### src/rtl/conv_8_sdiv_24s_8s_16s.sv
// conv_8_sdiv_24s_8s_16s
// Sequential signed divider that requantizes conv_8 accumulators back to
// feature-map width. Radix-2 restoring on operand magnitudes, one quotient
// bit per cycle, signs applied afterwards with C truncation semantics and
// saturation of the quotient. Valid/ready handshake on both sides.
module conv_8_sdiv_24s_8s_16s #(
   parameter logic [31:0] ID             = 32'd1,
   parameter int unsigned DIVIDEND_WIDTH = 24,
   parameter int unsigned DIVISOR_WIDTH  = 8,
   parameter int unsigned QUOTIENT_WIDTH = 16
) (
   input  logic                      ap_clk,
   input  logic                      ap_rst,
   input  logic                      in_valid,
   output logic                      in_ready,
   input  logic [DIVIDEND_WIDTH-1:0] din0,
   input  logic [DIVISOR_WIDTH-1:0]  din1,
   output logic                      out_valid,
   input  logic                      out_ready,
   output logic [QUOTIENT_WIDTH-1:0] dout,
   output logic [DIVISOR_WIDTH-1:0]  rem,
   output logic                      ovf,
   output logic                      div_by_zero
);

   localparam int unsigned DW = DIVIDEND_WIDTH;
   localparam int unsigned VW = DIVISOR_WIDTH;
   localparam int unsigned QW = QUOTIENT_WIDTH;
   localparam int unsigned CW = (DW > 1) ? $clog2(DW) : 1;

   localparam logic [1:0] S_IDLE = 2'd0;
   localparam logic [1:0] S_CALC = 2'd1;
   localparam logic [1:0] S_FIX  = 2'd2;
   localparam logic [1:0] S_DONE = 2'd3;

   // Largest positive / negative quotient magnitudes representable in QW bits
   localparam logic [DW-1:0] POS_LIM = {{(DW-QW+1){1'b0}}, {(QW-1){1'b1}}};
   localparam logic [DW-1:0] NEG_LIM = POS_LIM + DW'(1);
   localparam logic [QW-1:0] SAT_MAX = {1'b0, {(QW-1){1'b1}}};
   localparam logic [QW-1:0] SAT_MIN = {1'b1, {(QW-1){1'b0}}};

   logic [1:0]    state_q, state_d;
   logic [CW-1:0] cnt_q, cnt_d;
   logic [DW-1:0] dvd_q, dvd_d;     // dividend magnitude, consumed MSB first
   logic [VW-1:0] dvs_q, dvs_d;     // divisor magnitude
   logic [VW-1:0] prem_q, prem_d;   // partial remainder magnitude
   logic [DW-1:0] quo_q, quo_d;     // quotient magnitude
   logic          sa_q, sa_d;       // dividend sign
   logic          sb_q, sb_d;       // divisor sign
   logic          zero_q, zero_d;   // divisor was zero
   logic [QW-1:0] dout_q, dout_d;
   logic [VW-1:0] rem_q, rem_d;
   logic          ovf_q, ovf_d;
   logic          dbz_q, dbz_d;

   logic [VW:0]   trial;
   logic          fits;
   logic [DW-1:0] din0_mag;
   logic [VW-1:0] din1_mag;
   logic          q_neg;
   logic          q_ovf;
   logic [QW-1:0] q_low;
   logic [QW-1:0] fix_dout;
   logic [VW-1:0] fix_rem;

   assign in_ready    = (state_q == S_IDLE);
   assign out_valid   = (state_q == S_DONE);
   assign dout        = dout_q;
   assign rem         = rem_q;
   assign ovf         = ovf_q;
   assign div_by_zero = dbz_q;

   // Operand magnitudes; an unsigned DW-bit magnitude already holds 2^(DW-1),
   // so the most negative dividend (and divisor) converts exactly.
   always_comb begin
      din0_mag = din0[DW-1] ? (~din0 + DW'(1)) : din0;
      din1_mag = din1[VW-1] ? (~din1 + VW'(1)) : din1;
   end

   // Sign application, C-style truncation and quotient saturation
   always_comb begin
      q_neg = sa_q ^ sb_q;
      q_ovf = q_neg ? (quo_q > NEG_LIM) : (quo_q > POS_LIM);
      q_low = quo_q[QW-1:0];
      fix_rem = sa_q ? (~prem_q + VW'(1)) : prem_q;
      if (q_ovf) begin
         fix_dout = q_neg ? SAT_MIN : SAT_MAX;
      end else begin
         fix_dout = q_neg ? (~q_low + QW'(1)) : q_low;
      end
   end

   // Next-state and datapath: accept, iterate, fix up, hold result
   always_comb begin
      state_d = state_q;
      cnt_d   = cnt_q;
      dvd_d   = dvd_q;
      dvs_d   = dvs_q;
      prem_d  = prem_q;
      quo_d   = quo_q;
      sa_d    = sa_q;
      sb_d    = sb_q;
      zero_d  = zero_q;
      dout_d  = dout_q;
      rem_d   = rem_q;
      ovf_d   = ovf_q;
      dbz_d   = dbz_q;

      trial = {prem_q, dvd_q[DW-1]};
      fits  = (trial >= {1'b0, dvs_q});

      case (state_q)
         S_IDLE: begin
            if (in_valid) begin
               dvd_d   = din0_mag;
               dvs_d   = din1_mag;
               sa_d    = din0[DW-1];
               sb_d    = din1[VW-1];
               zero_d  = (din1 == '0);
               prem_d  = '0;
               quo_d   = '0;
               cnt_d   = CW'(DW - 1);
               state_d = S_CALC;
            end
         end
         S_CALC: begin
            // A zero divisor simply runs the full iteration count so latency
            // stays constant; its remainder/quotient are discarded in FIX.
            prem_d = fits ? VW'(trial - {1'b0, dvs_q}) : trial[VW-1:0];
            quo_d  = {quo_q[DW-2:0], fits};
            dvd_d  = {dvd_q[DW-2:0], 1'b0};
            if (cnt_q == '0) begin
               state_d = S_FIX;
            end else begin
               cnt_d = cnt_q - CW'(1);
            end
         end
         S_FIX: begin
            if (zero_q) begin
               dout_d = sa_q ? SAT_MIN : SAT_MAX;
               rem_d  = '0;
               ovf_d  = 1'b0;
               dbz_d  = 1'b1;
            end else begin
               dout_d = fix_dout;
               rem_d  = fix_rem;
               ovf_d  = q_ovf;
               dbz_d  = 1'b0;
            end
            state_d = S_DONE;
         end
         default: begin
            if (out_ready) begin
               state_d = S_IDLE;
            end
         end
      endcase
   end

   // State and result registers with synchronous reset
   always_ff @(posedge ap_clk) begin
      if (ap_rst) begin
         state_q <= S_IDLE;
         cnt_q   <= '0;
         dvd_q   <= '0;
         dvs_q   <= '0;
         prem_q  <= '0;
         quo_q   <= '0;
         sa_q    <= 1'b0;
         sb_q    <= 1'b0;
         zero_q  <= 1'b0;
         dout_q  <= '0;
         rem_q   <= '0;
         ovf_q   <= 1'b0;
         dbz_q   <= 1'b0;
      end else begin
         state_q <= state_d;
         cnt_q   <= cnt_d;
         dvd_q   <= dvd_d;
         dvs_q   <= dvs_d;
         prem_q  <= prem_d;
         quo_q   <= quo_d;
         sa_q    <= sa_d;
         sb_q    <= sb_d;
         zero_q  <= zero_d;
         dout_q  <= dout_d;
         rem_q   <= rem_d;
         ovf_q   <= ovf_d;
         dbz_q   <= dbz_d;
      end
   end

endmodule
### config.mk
export PLATFORM = sky130hd
export DESIGN_NAME = conv_8_sdiv_24s_8s_16s
export DESIGN_NICKNAME = d
export VERILOG_FILES = /design/src/rtl/conv_8_sdiv_24s_8s_16s.sv
export SDC_FILE = /design/constraint.sdc
export NUM_CORES = 1
export LEC_CHECK = 0
export ABC_AREA = 1
export CAP_MARGIN = 20
export CORE_UTILIZATION = 45
export DETAILED_ROUTE_END_ITERATION = 12
export HOLD_SLACK_MARGIN = 0.05
export PLACE_DENSITY = 0.64
export RECOVER_POWER = 50
export SLEW_MARGIN = 20
export SYNTH_ARGS = -nofsm -noshare
export SYNTH_HDL_FRONTEND = slang
export SYNTH_SLANG_ARGS = --single-unit
### constraint.sdc
create_clock -name ap_clk -period 2.3 [get_ports ap_clk]
set_clock_uncertainty 0.1 [all_clocks]
set_input_delay 0.23 -clock ap_clk [delete_from_list [all_inputs] [get_ports ap_clk]]
set_output_delay 0.23 -clock ap_clk [all_outputs]
set_load 0.01 [all_outputs]
==> metrics <==
Syn Inst Count approximately 930; core box area around 0.013 sq mm; Row Count 41; total track usage 21.5%; Final nets slightly above 1000; P&R area growth vs syn 18.4%; fin. max-slew vios 0; crit-path max FO 14; cell with the most instances after synthesis nand2_1; n_diodes 0; leak pwr approximately 0.0031 uW; data required time of the worst path between 2 and 2.5 ns; port bufs 63; Post-Route WL between 10 and 15 mm; Routed Antenna Nets 0; Final Cycle Share between 80 and 90%; Hold WS between 0.3 and 0.4 ns; Die Y 118 microns; Vias/cell around 5.1; Hold-fix buffers, CTS 0; Netlist cell types 46; initial core utilization between 40% and 50%; actual slew at the worst max-slew pin roughly 0.96 ns; worst vdd ir ~610 uV; Sw Share between 40% and 50%; outcome complete, no violations; flop and latch count out of synthesis 100; Tmin final approximately 2 ns; first-pass GRT wire length roughly 25 mm; Multi-input gate area 0.00348 sq mm; initial antenna violation count 0; chip width around 120 microns; relative slew slack between 30% and 40%; clk buf depth 2; top_reg_cell synth dfxtp_1; Yosys top cell area share between 30 and 40%; Tot Pwr about 8400 uW; dpl hpwl 10.7 mm; CTS tree built; unrepaired setup endpoints after global routing no; via count between 5000 and 6000; Comb pwr share between 50% and 60%; Synth area leader dfxtp_1; Wirelength per Cell between 10 and 15 microns; largest cells by area after synthesis dfxtp_1 (33%), nand2_1 (16%), a21oi_1 (11%); endpoints failing setup 0; yosys warns 0; PostCTS Resize Cnt 0; clk sinks 100; Startpoint Class flop; grt ovf 0; CTS clk-pin slew, worst paths 0.07 ns; DRT Pass-1 Iters 5; Inst Count DP 1139; WS Path Type reg -> reg; Avg Cell Area, Syn approximately 6.5 sq um; max_cap viols 0; Placer Congestion 0.881; CTS HTree Levels 3; drt initial violations ~420; Post-CTS Setup Bufs 0; Die ar. between 0.01 and 0.015 sq mm; IO Pins 64; Post-synth EDFFs 0; Hold Crit Class in -> reg; # DRC 0; Cell Pwr Density 1180 mW/mm^2; Int Pwr 4640 uW; clk_lat worst skew roughly 0.34 ns; synthesized cell area around 0.0060 sq mm; largest net degree at the start of global routing 67; Post-synth top cells nand2_1 (260), a21oi_1 (136), dfxtp_1 (100), inv_1 (82), nand3_1 (75); Seq/Total Area, Yosys roughly a third; Clk pwr share between 10% and 20%; fillcell total ~1300; Net Switching between 3000 and 4000 uW; layout cells sized above 1 6.61%; CP arrival between 2 and 2.5 ns; FMAX about 490 MHz; Layout Utilization 55.6%; number of global-route vias before repair 5281; Final Hold Violating Endpoints 0; share of total power in sequential cells between 20% and 30%; filler-free cell count of the finished design 1155; storage element area about 0.002 sq mm; Synthesized Nets around 980; clock buffer count from CTS 9; setup tns final 0 ns; root buf cell clkbuf_16; post-synthesis async set-or-reset flop share 0%; Worst setup EP type flop
-- sequential cells by signal, summed over array words and instances, names as in the netlist, 2 cells and up --
signal	count
cnt_q	5
dout	16
dvd_q	24
dvs_q	8
prem_q	8
quo_q	24
rem	8
state_q	2
-- logic make-up after synthesis --
family	Yosys count	synth area share, %
XOR/XNOR	15	2.18
adder cells (fa/ha/maj)	20	4.28
AND/OR/NAND/NOR	442	32.3
buffers and inverters	134	8.86
AO/OA/AOI/OAI	216	19.1
flip-flops	100	33.3
-- through the flow --
| stage | worst slack, ns | area [sq um] |
|---|---|---|
| after global placement | 0.185 | 6830 |
| after floorplan | 0.442 | 6020 |
| after detailed placement | 0.155 | 6830 |
| final | 0.262 | 7120 |
| after CTS | 0.275 | 7130 |
| after global routing | 0.0509 | 7120 |
-- final cells by class --
class                   count  share of cell area, %
well taps                 172                   3.02
clock buffers               9                   3.16
clock inverters             7                   1.05
repair buffers             82                   10.9
multi-input cells         693                   48.9
flip-flops and latches    100                   28.1
inverters                  92                   4.88
-- path summary, 6_finish.rpt --
check	from	end	slack, ns	cells past startpoint
setup reg to reg	state_q[0]$_SDFFE_PP0P_	cnt_q[3]$_SDFFE_PP0P_	0.26	11
setup / recovery	state_q[0]$_SDFFE_PP0P_	cnt_q[3]$_SDFFE_PP0P_	0.26	11
hold / removal	ap_rst	div_by_zero$_SDFFE_PP0N_	0.33	5
hold reg to reg	rem[0]$_SDFFE_PP0N_	rem[0]$_SDFFE_PP0N_	0.36	2
-- cells in the final DEF, fill, tap and decap left out, types with 2 or more instances in the layout --
master / synthesis / routed
a31oi_1: 4 / 4
nor2_1: 50 / 50
a21oi_1: 136 / 136
nor3_2: 2 / 2
nand4_1: 16 / 16
inv_2: 7 / 6
nor3_1: 13 / 13
inv_1: 82 / 83
nand2_1: 260 / 261
a21oi_2: 5 / 5
buf_4: 1 / 17
clkinvlp_4: 0 / 3
clkinv_1: 2 / 2
o211ai_1: 4 / 4
nand3_1: 75 / 75
dlygate4sd3_1: 0 / 28
clkdlybuf4s50_1: 0 / 34
xor2_1: 12 / 12
xnor2_1: 3 / 3
nor2_2: 4 / 4
dfxtp_1: 100 / 100
o31ai_1: 2 / 2
clkbuf_16: 0 / 9
a211oi_1: 2 / 2
nand2_4: 3 / 3
nand3b_1: 8 / 8
o21ai_0: 57 / 57
ha_1: 19 / 19
-- power by group through the flow --
stage	sequential, uW	combinational (uW)	clock [uW]
after floorplan	2380	3310	0
after global placement	2440	4460	0
after detailed placement	2440	4460	0
after CTS	2410	4500	1560
after global routing	2450	5100	1620
final	2400	4470	1530
-- metal layers --
| layer | wire, microns | part of all wire [%] | global-route usage [%] |
|---|---|---|---|
| met5 | 0 | 0 | 0 |
| met2 | 6720 | 45 | 34.1 |
| met1 | 7420 | 50 | 30.1 |
| met4 | 155 | 1.0 | 5.77 |
| met3 | 525 | 3.5 | 3.54 |
-- critical path, stage by stage (launching register included) --
cell and delay, ns:
dfxtp_1 0.39, inv_1 0.10, ha_1 0.24, nand2_1 0.20, inv_1 0.12, a21oi_4 0.15
inv_2 0.13, nand2_1 0.15, inv_2 0.07, nand4_1 0.09, xor2_1 0.15, nor2_1 0.05
(Power assumes the default switching activity.)
